File: src/rtl/alu_pkg.sv
`default_nettype none
// ============================================================================
//  Module      : alu_pkg
//  Description : Shared opcode / func3 / func7 encodings and FSM state type
//                for the execute-stage ALU with iterative multiply/divide.
//  Revision    : 1.0 - initial release
// ============================================================================
package alu_pkg;

    localparam logic TRUE  = 1'b1;
    localparam logic FALSE = 1'b0;

    // RV32I major opcodes
    localparam logic [6:0] OP_R      = 7'b0110011;
    localparam logic [6:0] OP_IMM    = 7'b0010011;
    localparam logic [6:0] OP_LOAD   = 7'b0000011;
    localparam logic [6:0] OP_STORE  = 7'b0100011;
    localparam logic [6:0] OP_BRANCH = 7'b1100011;
    localparam logic [6:0] OP_LUI    = 7'b0110111;
    localparam logic [6:0] OP_AUIPC  = 7'b0010111;
    localparam logic [6:0] OP_JAL    = 7'b1101111;
    localparam logic [6:0] OP_JALR   = 7'b1100111;

    // func7 selectors
    localparam logic [6:0] F7_BASE   = 7'b0000000;
    localparam logic [6:0] F7_ALT    = 7'b0100000;
    localparam logic [6:0] F7_MULDIV = 7'b0000001;

    // integer func3 codes
    localparam logic [2:0] F3_ADD  = 3'b000;
    localparam logic [2:0] F3_SLL  = 3'b001;
    localparam logic [2:0] F3_SLT  = 3'b010;
    localparam logic [2:0] F3_SLTU = 3'b011;
    localparam logic [2:0] F3_XOR  = 3'b100;
    localparam logic [2:0] F3_SR   = 3'b101;
    localparam logic [2:0] F3_OR   = 3'b110;
    localparam logic [2:0] F3_AND  = 3'b111;

    // branch func3 codes
    localparam logic [2:0] F3_BEQ  = 3'b000;
    localparam logic [2:0] F3_BNE  = 3'b001;
    localparam logic [2:0] F3_BLT  = 3'b100;
    localparam logic [2:0] F3_BGE  = 3'b101;
    localparam logic [2:0] F3_BLTU = 3'b110;
    localparam logic [2:0] F3_BGEU = 3'b111;

    // M-extension func3 codes
    localparam logic [2:0] F3_MUL    = 3'b000;
    localparam logic [2:0] F3_MULH   = 3'b001;
    localparam logic [2:0] F3_MULHSU = 3'b010;
    localparam logic [2:0] F3_MULHU  = 3'b011;
    localparam logic [2:0] F3_DIV    = 3'b100;
    localparam logic [2:0] F3_DIVU   = 3'b101;
    localparam logic [2:0] F3_REM    = 3'b110;
    localparam logic [2:0] F3_REMU   = 3'b111;

    typedef enum logic [1:0] {
        IDLE = 2'd0,
        MUL  = 2'd1,
        DIV  = 2'd2,
        DONE = 2'd3
    } state_t;

endpackage
`default_nettype wire

File: src/rtl/alu_mdu_iter.sv
`default_nettype none
// ============================================================================
//  Module      : mdu_iter
//  Description : Iterative multiply (shift-add) / divide (restoring) engine
//                working on operand magnitudes, one step per clock, XLEN
//                steps per operation. Result is presented combinationally
//                on the cycle done is high so it can be captured at that edge.
//  Revision    : 1.0 - initial release
// ============================================================================
module mdu_iter #(
    parameter int XLEN = 32
) (
    input  logic            clk,
    input  logic            rst,
    input  logic            i_abort,
    input  logic            i_start,
    input  logic            i_is_div,
    input  logic            i_op1_signed,
    input  logic            i_op2_signed,
    input  logic            i_sel_hi,      // mul: high half, div: remainder
    input  logic [XLEN-1:0] i_op1,
    input  logic [XLEN-1:0] i_op2,
    output logic            o_done,
    output logic [XLEN-1:0] o_result
);

    localparam int SHW = $clog2(XLEN);
    localparam logic [SHW-1:0] c_LAST = SHW'(XLEN - 1);

    logic              r_run;
    logic [SHW-1:0]    r_cnt;
    logic              r_is_div;
    logic              r_sel_hi;
    logic              r_neg_res;
    logic              r_neg_rem;
    logic [2*XLEN-1:0] r_acc;      // product accumulator
    logic [2*XLEN-1:0] r_mcand;    // multiplicand, shifted left per step
    logic [XLEN-1:0]   r_mplier;   // multiplier (mul) or dividend/quotient (div)
    logic [XLEN-1:0]   r_rem;      // partial remainder
    logic [XLEN-1:0]   r_dvsr;     // divisor magnitude

    logic              w_neg1;
    logic              w_neg2;
    logic [XLEN-1:0]   w_mag1;
    logic [XLEN-1:0]   w_mag2;
    logic [2*XLEN-1:0] w_acc_nxt;
    logic [XLEN:0]     w_rem_sh;
    logic [XLEN:0]     w_diff;
    logic              w_fits;
    logic [XLEN-1:0]   w_rem_nxt;
    logic [XLEN-1:0]   w_quo_nxt;
    logic [2*XLEN-1:0] w_prod_s;
    logic [XLEN-1:0]   w_quo_s;
    logic [XLEN-1:0]   w_rem_s;

    assign w_neg1 = i_op1_signed & i_op1[XLEN-1];
    assign w_neg2 = i_op2_signed & i_op2[XLEN-1];
    assign w_mag1 = w_neg1 ? -i_op1 : i_op1;
    assign w_mag2 = w_neg2 ? -i_op2 : i_op2;

    // One shift-add step and one restoring-divide step
    assign w_acc_nxt = r_acc + (r_mplier[0] ? r_mcand : '0);
    assign w_rem_sh  = {r_rem, r_mplier[XLEN-1]};
    assign w_diff    = w_rem_sh - {1'b0, r_dvsr};
    assign w_fits    = ~w_diff[XLEN];
    assign w_rem_nxt = w_fits ? w_diff[XLEN-1:0] : w_rem_sh[XLEN-1:0];
    assign w_quo_nxt = {r_mplier[XLEN-2:0], w_fits};

    // Re-apply signs to the magnitude results of the final step
    assign w_prod_s = r_neg_res ? -w_acc_nxt : w_acc_nxt;
    assign w_quo_s  = r_neg_res ? -w_quo_nxt : w_quo_nxt;
    assign w_rem_s  = r_neg_rem ? -w_rem_nxt : w_rem_nxt;

    assign o_done   = r_run && (r_cnt == c_LAST);
    assign o_result = r_is_div ? (r_sel_hi ? w_rem_s : w_quo_s)
                               : (r_sel_hi ? w_prod_s[2*XLEN-1:XLEN] : w_prod_s[XLEN-1:0]);

    // Operand latch on start, then one iteration per clock until the last step
    always_ff @(posedge clk) begin
        if (rst) begin
            r_run     <= 1'b0;
            r_cnt     <= '0;
            r_is_div  <= 1'b0;
            r_sel_hi  <= 1'b0;
            r_neg_res <= 1'b0;
            r_neg_rem <= 1'b0;
            r_acc     <= '0;
            r_mcand   <= '0;
            r_mplier  <= '0;
            r_rem     <= '0;
            r_dvsr    <= '0;
        end else if (i_abort) begin
            r_run <= 1'b0;
            r_cnt <= '0;
        end else if (i_start) begin
            r_run     <= 1'b1;
            r_cnt     <= '0;
            r_is_div  <= i_is_div;
            r_sel_hi  <= i_sel_hi;
            r_neg_res <= w_neg1 ^ w_neg2;
            r_neg_rem <= w_neg1;
            r_acc     <= '0;
            r_mcand   <= {{XLEN{1'b0}}, w_mag1};
            r_mplier  <= i_is_div ? w_mag1 : w_mag2;
            r_rem     <= '0;
            r_dvsr    <= w_mag2;
        end else if (r_run) begin
            r_cnt <= r_cnt + 1'b1;
            if (o_done) begin
                r_run <= 1'b0;
            end
            if (r_is_div) begin
                r_rem    <= w_rem_nxt;
                r_mplier <= w_quo_nxt;
            end else begin
                r_acc    <= w_acc_nxt;
                r_mcand  <= r_mcand << 1;
                r_mplier <= r_mplier >> 1;
            end
        end
    end

endmodule
`default_nettype wire

File: src/rtl/alu_mdu.sv
`default_nettype none
// ============================================================================
//  Module      : alu_mdu
//  Description : Handshaked execute-stage ALU. RV32I integer, compare,
//                address and link results in one registered cycle; M-extension
//                multiply/divide through the iterative mdu_iter engine.
//  Revision    : 1.0 - initial release
// ============================================================================
module alu_mdu
    import alu_pkg::*;
#(
    parameter int XLEN = 32
) (
    input  logic            clk,
    input  logic            rst,
    input  logic            flush,
    input  logic            in_valid,
    output logic            in_ready,
    input  logic [6:0]      opcode,
    input  logic [2:0]      func3,
    input  logic [6:0]      func7,
    input  logic [XLEN-1:0] operand1,
    input  logic [XLEN-1:0] operand2,
    output logic            out_valid,
    input  logic            out_ready,
    output logic [XLEN-1:0] alu_out,
    output logic            zero,
    output logic            busy
);

    localparam int SHW = $clog2(XLEN);
    localparam logic [XLEN-1:0] c_SMIN = {1'b1, {(XLEN-1){1'b0}}};

    state_t          r_state;
    state_t          w_next_state;
    logic [XLEN-1:0] r_alu_out;
    logic            r_zero;

    logic [XLEN-1:0] w_sc_result;
    logic [XLEN-1:0] w_imm_u;
    logic [SHW-1:0]  w_shamt;
    logic            w_lt;
    logic            w_ltu;
    logic            w_eq;
    logic            w_is_m;
    logic            w_div0;
    logic            w_ovf;
    logic            w_div_special;
    logic            w_accept;
    logic            w_start_mdu;
    logic            w_op1_signed;
    logic            w_op2_signed;
    logic            w_sel_hi;
    logic            w_mdu_done;
    logic [XLEN-1:0] w_mdu_result;

    assign w_imm_u = {operand2[XLEN-1:12], 12'b0};
    assign w_shamt = operand2[SHW-1:0];
    assign w_lt    = $signed(operand1) < $signed(operand2);
    assign w_ltu   = operand1 < operand2;
    assign w_eq    = operand1 == operand2;

    // Divide corner cases are resolved in the single-cycle path
    assign w_is_m        = (opcode == OP_R) && (func7 == F7_MULDIV);
    assign w_div0        = (operand2 == '0);
    assign w_ovf         = !func3[0] && (operand1 == c_SMIN) && (operand2 == '1);
    assign w_div_special = w_is_m && func3[2] && (w_div0 || w_ovf);

    assign in_ready    = (r_state == IDLE) || ((r_state == DONE) && out_ready);
    assign w_accept    = in_valid && in_ready && !flush;
    assign w_start_mdu = w_accept && w_is_m && !w_div_special;

    // MUL/MULH/DIV/REM are signed on both operands; MULHSU only on operand1
    assign w_op1_signed = (func3 == F3_MUL) || (func3 == F3_MULH) || (func3 == F3_MULHSU)
                       || (func3 == F3_DIV) || (func3 == F3_REM);
    assign w_op2_signed = (func3 == F3_MUL) || (func3 == F3_MULH)
                       || (func3 == F3_DIV) || (func3 == F3_REM);
    assign w_sel_hi     = func3[2] ? func3[1] : (func3[1:0] != 2'b00);

    mdu_iter #(
        .XLEN (XLEN)
    ) u_mdu_iter (
        .clk          (clk),
        .rst          (rst),
        .i_abort      (flush),
        .i_start      (w_start_mdu),
        .i_is_div     (func3[2]),
        .i_op1_signed (w_op1_signed),
        .i_op2_signed (w_op2_signed),
        .i_sel_hi     (w_sel_hi),
        .i_op1        (operand1),
        .i_op2        (operand2),
        .o_done       (w_mdu_done),
        .o_result     (w_mdu_result)
    );

    // Single-cycle result; every undefined encoding falls through to zero
    always_comb begin
        w_sc_result = '0;
        case (opcode)
            OP_LUI:    w_sc_result = w_imm_u;
            OP_AUIPC:  w_sc_result = operand1 + w_imm_u;
            OP_JAL:    w_sc_result = operand1 + XLEN'(4);
            OP_JALR:   if (func3 == 3'b000) w_sc_result = operand1 + XLEN'(4);
            OP_LOAD:   if ((func3 != 3'b011) && (func3 != 3'b110) && (func3 != 3'b111))
                           w_sc_result = operand1 + operand2;
            OP_STORE:  if (func3[2:1] != 2'b11 && !func3[2])
                           w_sc_result = operand1 + operand2;
            OP_BRANCH: begin
                case (func3)
                    F3_BEQ:  w_sc_result = XLEN'(w_eq);
                    F3_BNE:  w_sc_result = XLEN'(!w_eq);
                    F3_BLT:  w_sc_result = XLEN'(w_lt);
                    F3_BGE:  w_sc_result = XLEN'(!w_lt);
                    F3_BLTU: w_sc_result = XLEN'(w_ltu);
                    F3_BGEU: w_sc_result = XLEN'(!w_ltu);
                    default: w_sc_result = '0;
                endcase
            end
            OP_IMM: begin
                case (func3)
                    F3_ADD:  w_sc_result = operand1 + operand2;
                    F3_SLT:  w_sc_result = XLEN'(w_lt);
                    F3_SLTU: w_sc_result = XLEN'(w_ltu);
                    F3_XOR:  w_sc_result = operand1 ^ operand2;
                    F3_OR:   w_sc_result = operand1 | operand2;
                    F3_AND:  w_sc_result = operand1 & operand2;
                    F3_SLL:  if (func7 == F7_BASE) w_sc_result = operand1 << w_shamt;
                    F3_SR: begin
                        if (func7 == F7_BASE)
                            w_sc_result = operand1 >> w_shamt;
                        else if (func7 == F7_ALT)
                            w_sc_result = $unsigned($signed(operand1) >>> w_shamt);
                    end
                    default: w_sc_result = '0;
                endcase
            end
            OP_R: begin
                if (func7 == F7_BASE) begin
                    case (func3)
                        F3_ADD:  w_sc_result = operand1 + operand2;
                        F3_SLL:  w_sc_result = operand1 << w_shamt;
                        F3_SLT:  w_sc_result = XLEN'(w_lt);
                        F3_SLTU: w_sc_result = XLEN'(w_ltu);
                        F3_XOR:  w_sc_result = operand1 ^ operand2;
                        F3_SR:   w_sc_result = operand1 >> w_shamt;
                        F3_OR:   w_sc_result = operand1 | operand2;
                        F3_AND:  w_sc_result = operand1 & operand2;
                        default: w_sc_result = '0;
                    endcase
                end else if (func7 == F7_ALT) begin
                    if (func3 == F3_ADD)
                        w_sc_result = operand1 - operand2;
                    else if (func3 == F3_SR)
                        w_sc_result = $unsigned($signed(operand1) >>> w_shamt);
                end else if (w_div_special) begin
                    if (w_div0)
                        w_sc_result = func3[1] ? operand1 : '1;
                    else
                        w_sc_result = func3[1] ? '0 : operand1;
                end
            end
            default: w_sc_result = '0;
        endcase
    end

    // Next-state and handshake outputs; flush overrides everything but rst
    always_comb begin
        w_next_state = r_state;
        out_valid    = (r_state == DONE);
        busy         = (r_state == MUL) || (r_state == DIV);
        if (flush) begin
            w_next_state = IDLE;
        end else if (w_accept) begin
            if (w_start_mdu)
                w_next_state = func3[2] ? DIV : MUL;
            else
                w_next_state = DONE;
        end else if ((r_state == DONE) && out_ready) begin
            w_next_state = IDLE;
        end else if (busy && w_mdu_done) begin
            w_next_state = DONE;
        end
    end

    // State register
    always_ff @(posedge clk) begin
        if (rst)
            r_state <= IDLE;
        else
            r_state <= w_next_state;
    end

    // Result register with zero flag kept in lockstep
    always_ff @(posedge clk) begin
        if (rst) begin
            r_alu_out <= '0;
            r_zero    <= TRUE;
        end else if (!flush) begin
            if (w_accept && !w_start_mdu) begin
                r_alu_out <= w_sc_result;
                r_zero    <= (w_sc_result == '0);
            end else if (busy && w_mdu_done) begin
                r_alu_out <= w_mdu_result;
                r_zero    <= (w_mdu_result == '0);
            end
        end
    end

    assign alu_out = r_alu_out;
    assign zero    = r_zero;

endmodule
`default_nettype wire

File: config.mk
export PLATFORM = sky130hd
export DESIGN_NAME = alu_mdu
export DESIGN_NICKNAME = d
export VERILOG_FILES = /design/src/rtl/alu_pkg.sv /design/src/rtl/alu_mdu_iter.sv /design/src/rtl/alu_mdu.sv
export SDC_FILE = /design/constraint.sdc
export NUM_CORES = 2
export LEC_CHECK = 0
export BUFFER_PORTS_ARGS = -buffer_cell sky130_fd_sc_hd__buf_2
export CAP_MARGIN = 10
export CORE_AREA = 2 2 254 507
export CTS_BUF_LIST = sky130_fd_sc_hd__clkbuf_8 sky130_fd_sc_hd__clkbuf_16
export CTS_CLUSTER_SIZE = 25
export DETAILED_ROUTE_END_ITERATION = 8
export DIE_AREA = 0 0 256 509
export SYNTH_ARGS = -nofsm -noshare
export SYNTH_HDL_FRONTEND = slang
export SYNTH_SLANG_ARGS = --single-unit
File: constraint.sdc
create_clock -name clk -period 10.5 [get_ports clk]
set_clock_uncertainty 0.1 [all_clocks]
set_input_delay 1.05 -clock clk [delete_from_list [all_inputs] [get_ports clk]]
set_output_delay 1.05 -clock clk [all_outputs]
set_load 0.01 [all_outputs]
==> results.md <==
* EDFF count, synth at 0
* CP max stage delay at 0.90 ns
* Hold Slack at 0.353 ns
* Synthesized area at 37800 sq um
* Routed length per placed instance at 37.4 microns
* Drt pass-1 iters at 9
* Top cells by area, synth: dfxtp_1 (14%), ha_1 (6.8%), nor2_1 (6.7%)
* Fraction of layout cells with a size suffix above 1 at 10.4%
* Most common cell in the netlist: nor2_1
* Power Dens Cells at 76.7 nW/um^2
* Cells on worst reg2reg path at 20
* Antenna-violating nets left at 0
* Clock buffer count from CTS at 25
* Deepest clock path buffer count at 3
* Tot Pwr at 3.16 mW
* Synth warn at 0
* Hold_buf cts at 0
* Clock Latency Late Sink at 0.67 ns
* Setup ws final at 3.07 ns
* Area leader, netlist: dfxtp_1
* RSZ-0062 raised after global routing: no
* Max-slew violations at 0
* Post-synth top flop: dfxtp_1
* DIE WIDTH at 256 microns
* Layout Utilization at 32.6%
* Final Cycle Share at 70.7%
* Cell mode on critical path: nand4_1
* R2R setup slack at 3.07 ns
* Slowest-stage cell, CP: a21boi_1
* Top cells by count, synth: nor2_1 (677), a21oi_1 (504), nand2_1 (504), clkbuf_1 (358), o21ai_0 (332)
* Vias in the first global route at 46100
* Critical-path cell list: buf_4, and2_1, ha_1, inv_1, fa_1, nor2b_1, o311a_1, o21ai_1, a21boi_1, o211ai_1, a32oi_1, nand4_1, nor3_4, nand4_1, o31ai_1, xor2_1, a221oi_1, nand2_1, and3_1, a211oi_1
* WP data required at 10.97 ns
* Hold Startpoint: u_mdu_iter.r_dvsr[22]
* RR Endpoint: alu_out[26]
* Pre-CTS WS at 2.79 ns
* Vias per cell at 6.69
* CTS root buf: clkbuf_16
* Setup crit start: u_mdu_iter.r_mplier[0]
* H-tree depth at 1
* First-pass GRT wire length at 366000 microns
* Final setup violation count at 0
* Clock sink count at 269
* Die ar. at 130000 sq um
* Rows at 185
* Period minus WS final at 7.43 ns
* Post-Route WL at 264000 microns
* Register area share after synthesis at 14.2%
* DR vias at 47300
* Final Instance Area at 41200 sq um
* Pleak at 15.3 nW
* Reg-to-reg critical path startpoint: u_mdu_iter.r_mplier[0]
* Critical path arrival at 7.90 ns
* Distinct cells, synth at 110
* DRC errors left at 0
* I/O pin count at 122
* Area delta synth->final at 9.12%
* Die Y at 509 microns
* Worst Setup EP: alu_out[26]
* Core footprint at 127000 sq um
* Fmax at 135 MHz
* Avg Cell Area, Syn at 6.91 sq um
* Crit. End Element: flop
* Cell Area, Placed at 40100 sq um
* # placed instances at 6989
* Slew HR at 6.19%
* Peak supply drop at 0.0899 mV
* Worst-path clk slew at 0.08 ns
* Congestion Overflow GR at 0
* Status: completed
* Total GRT Usage at 39.8%
* TritonCTS clock tree: built
* Routability cong. at 1.11
* Non-Filler Instances at 7064
* CP max FO at 62
* CP Launch Type: flop
* Syn Nets at 5763
* Final Hold Fails at 0
* Maxcap violations at 0
* Number of cells upsized or downsized after cts at 0
* Synth async-reset ratio at 0%
* Starting density of the core at 29.8%
* Net count reported at finish at 5643
* Setup bufs post-CTS at 0
* Worst Hold Class: flop to flop
* Detailed Route Iter0 Violations at 5142
* CP Class: flop to flop
* Seq cells post-synth at 269
* DP HPWL at 200000 microns
* Slew @ Worst Pin at 1.39 ns
* PortBufs at 121
* Largest net degree at the start of global routing at 83
* Setup TNS Final at 0 ns
* Cells after synthesis at 5468
* Initial antenna violation count at 35
* Post-synth top area share at 14.2%
-- cell type report --
class	count	area, sq um
Multi-Input combinational cell	4593	30400
Antenna cell	16	40.0
Tap cell	1683	2110
Inverter	179	672
Clock inverter	16	148
Fill cell	14000	85400
Clock buffer	28	667
Timing Repair Buffer	280	1850
Sequential cell	269	5390
-- registers in the layout (all words and copies together), names as in the netlist --
name	count
alu_out	32
r_state	2
u_mdu_iter.r_acc	64
u_mdu_iter.r_cnt	5
u_mdu_iter.r_dvsr	32
u_mdu_iter.r_is_div	1
u_mdu_iter.r_mcand	64
u_mdu_iter.r_mplier	32
u_mdu_iter.r_neg_rem	1
u_mdu_iter.r_neg_res	1
u_mdu_iter.r_rem	32
u_mdu_iter.r_run	1
u_mdu_iter.r_sel_hi	1
zero	1
-- report_power, final --
part | switching, mW | internal (mW) | total, mW
Combinational | 0.815 | 0.303 | 1.12
Clock | 0.504 | 0.508 | 1.01
Sequential | 0.00673 | 1.02 | 1.03
-- per-layer routing --
layer | vias up | global-route usage (%) | share of wire (%)
met5 | - | 0.111 | 0.055
met1 | 22500 | 35.0 | 29
met2 | 3212 | 67.8 | 47
met4 | 24 | 46.9 | 15
met3 | 1479 | 11.7 | 8.4
li1 | 20100 | - | -
-- cell families after synthesis --
group | after synthesis | share of synthesized area, %
xor+xnor | 278 | 6.44
flops | 269 | 14.2
buf+inv | 606 | 6.17
fa+ha+maj | 218 | 7.26
compound gates | 1834 | 31.9
simple gates | 2058 | 26.0
mux | 205 | 7.93
-- critical path, delay by kind of cell, from the launching register on --
kind | cells | cell delay [ns]
buffers and inverters | 2 | 0.54
DFF | 1 | 0.36
and+or+nand+nor | 7 | 2.11
adders and majority gates | 2 | 0.59
AOI/OAI and AO/OA | 8 | 3.48
xor gates and xnor gates | 1 | 0.13
-- layout by cell type (no fill, tap or decap), types with 122 or more instances in the layout --
master,instances
a211oi_1,127
a21oi_1,500
a22oi_1,140
buf_2,122
buf_4,148
dfxtp_1,265
ha_1,204
inv_1,170
nand2_1,502
nor2_1,666
nor3_1,162
o21ai_0,331
xnor2_1,210
-- worst min-delay path by stage --
stage / end / slack [ns] / depth (start not counted)
after floorplan: u_mdu_iter.r_dvsr[11] / 0.33 / 2
after global placement: u_mdu_iter.r_dvsr[11] / 0.34 / 2
after detailed placement: u_mdu_iter.r_dvsr[8] / 0.35 / 2
after CTS: u_mdu_iter.r_dvsr[8] / 0.36 / 2
after global routing: u_mdu_iter.r_dvsr[22] / 0.38 / 2
final: u_mdu_iter.r_dvsr[22] / 0.35 / 2
No activity file was read; power rests on OpenSTA's default activity.
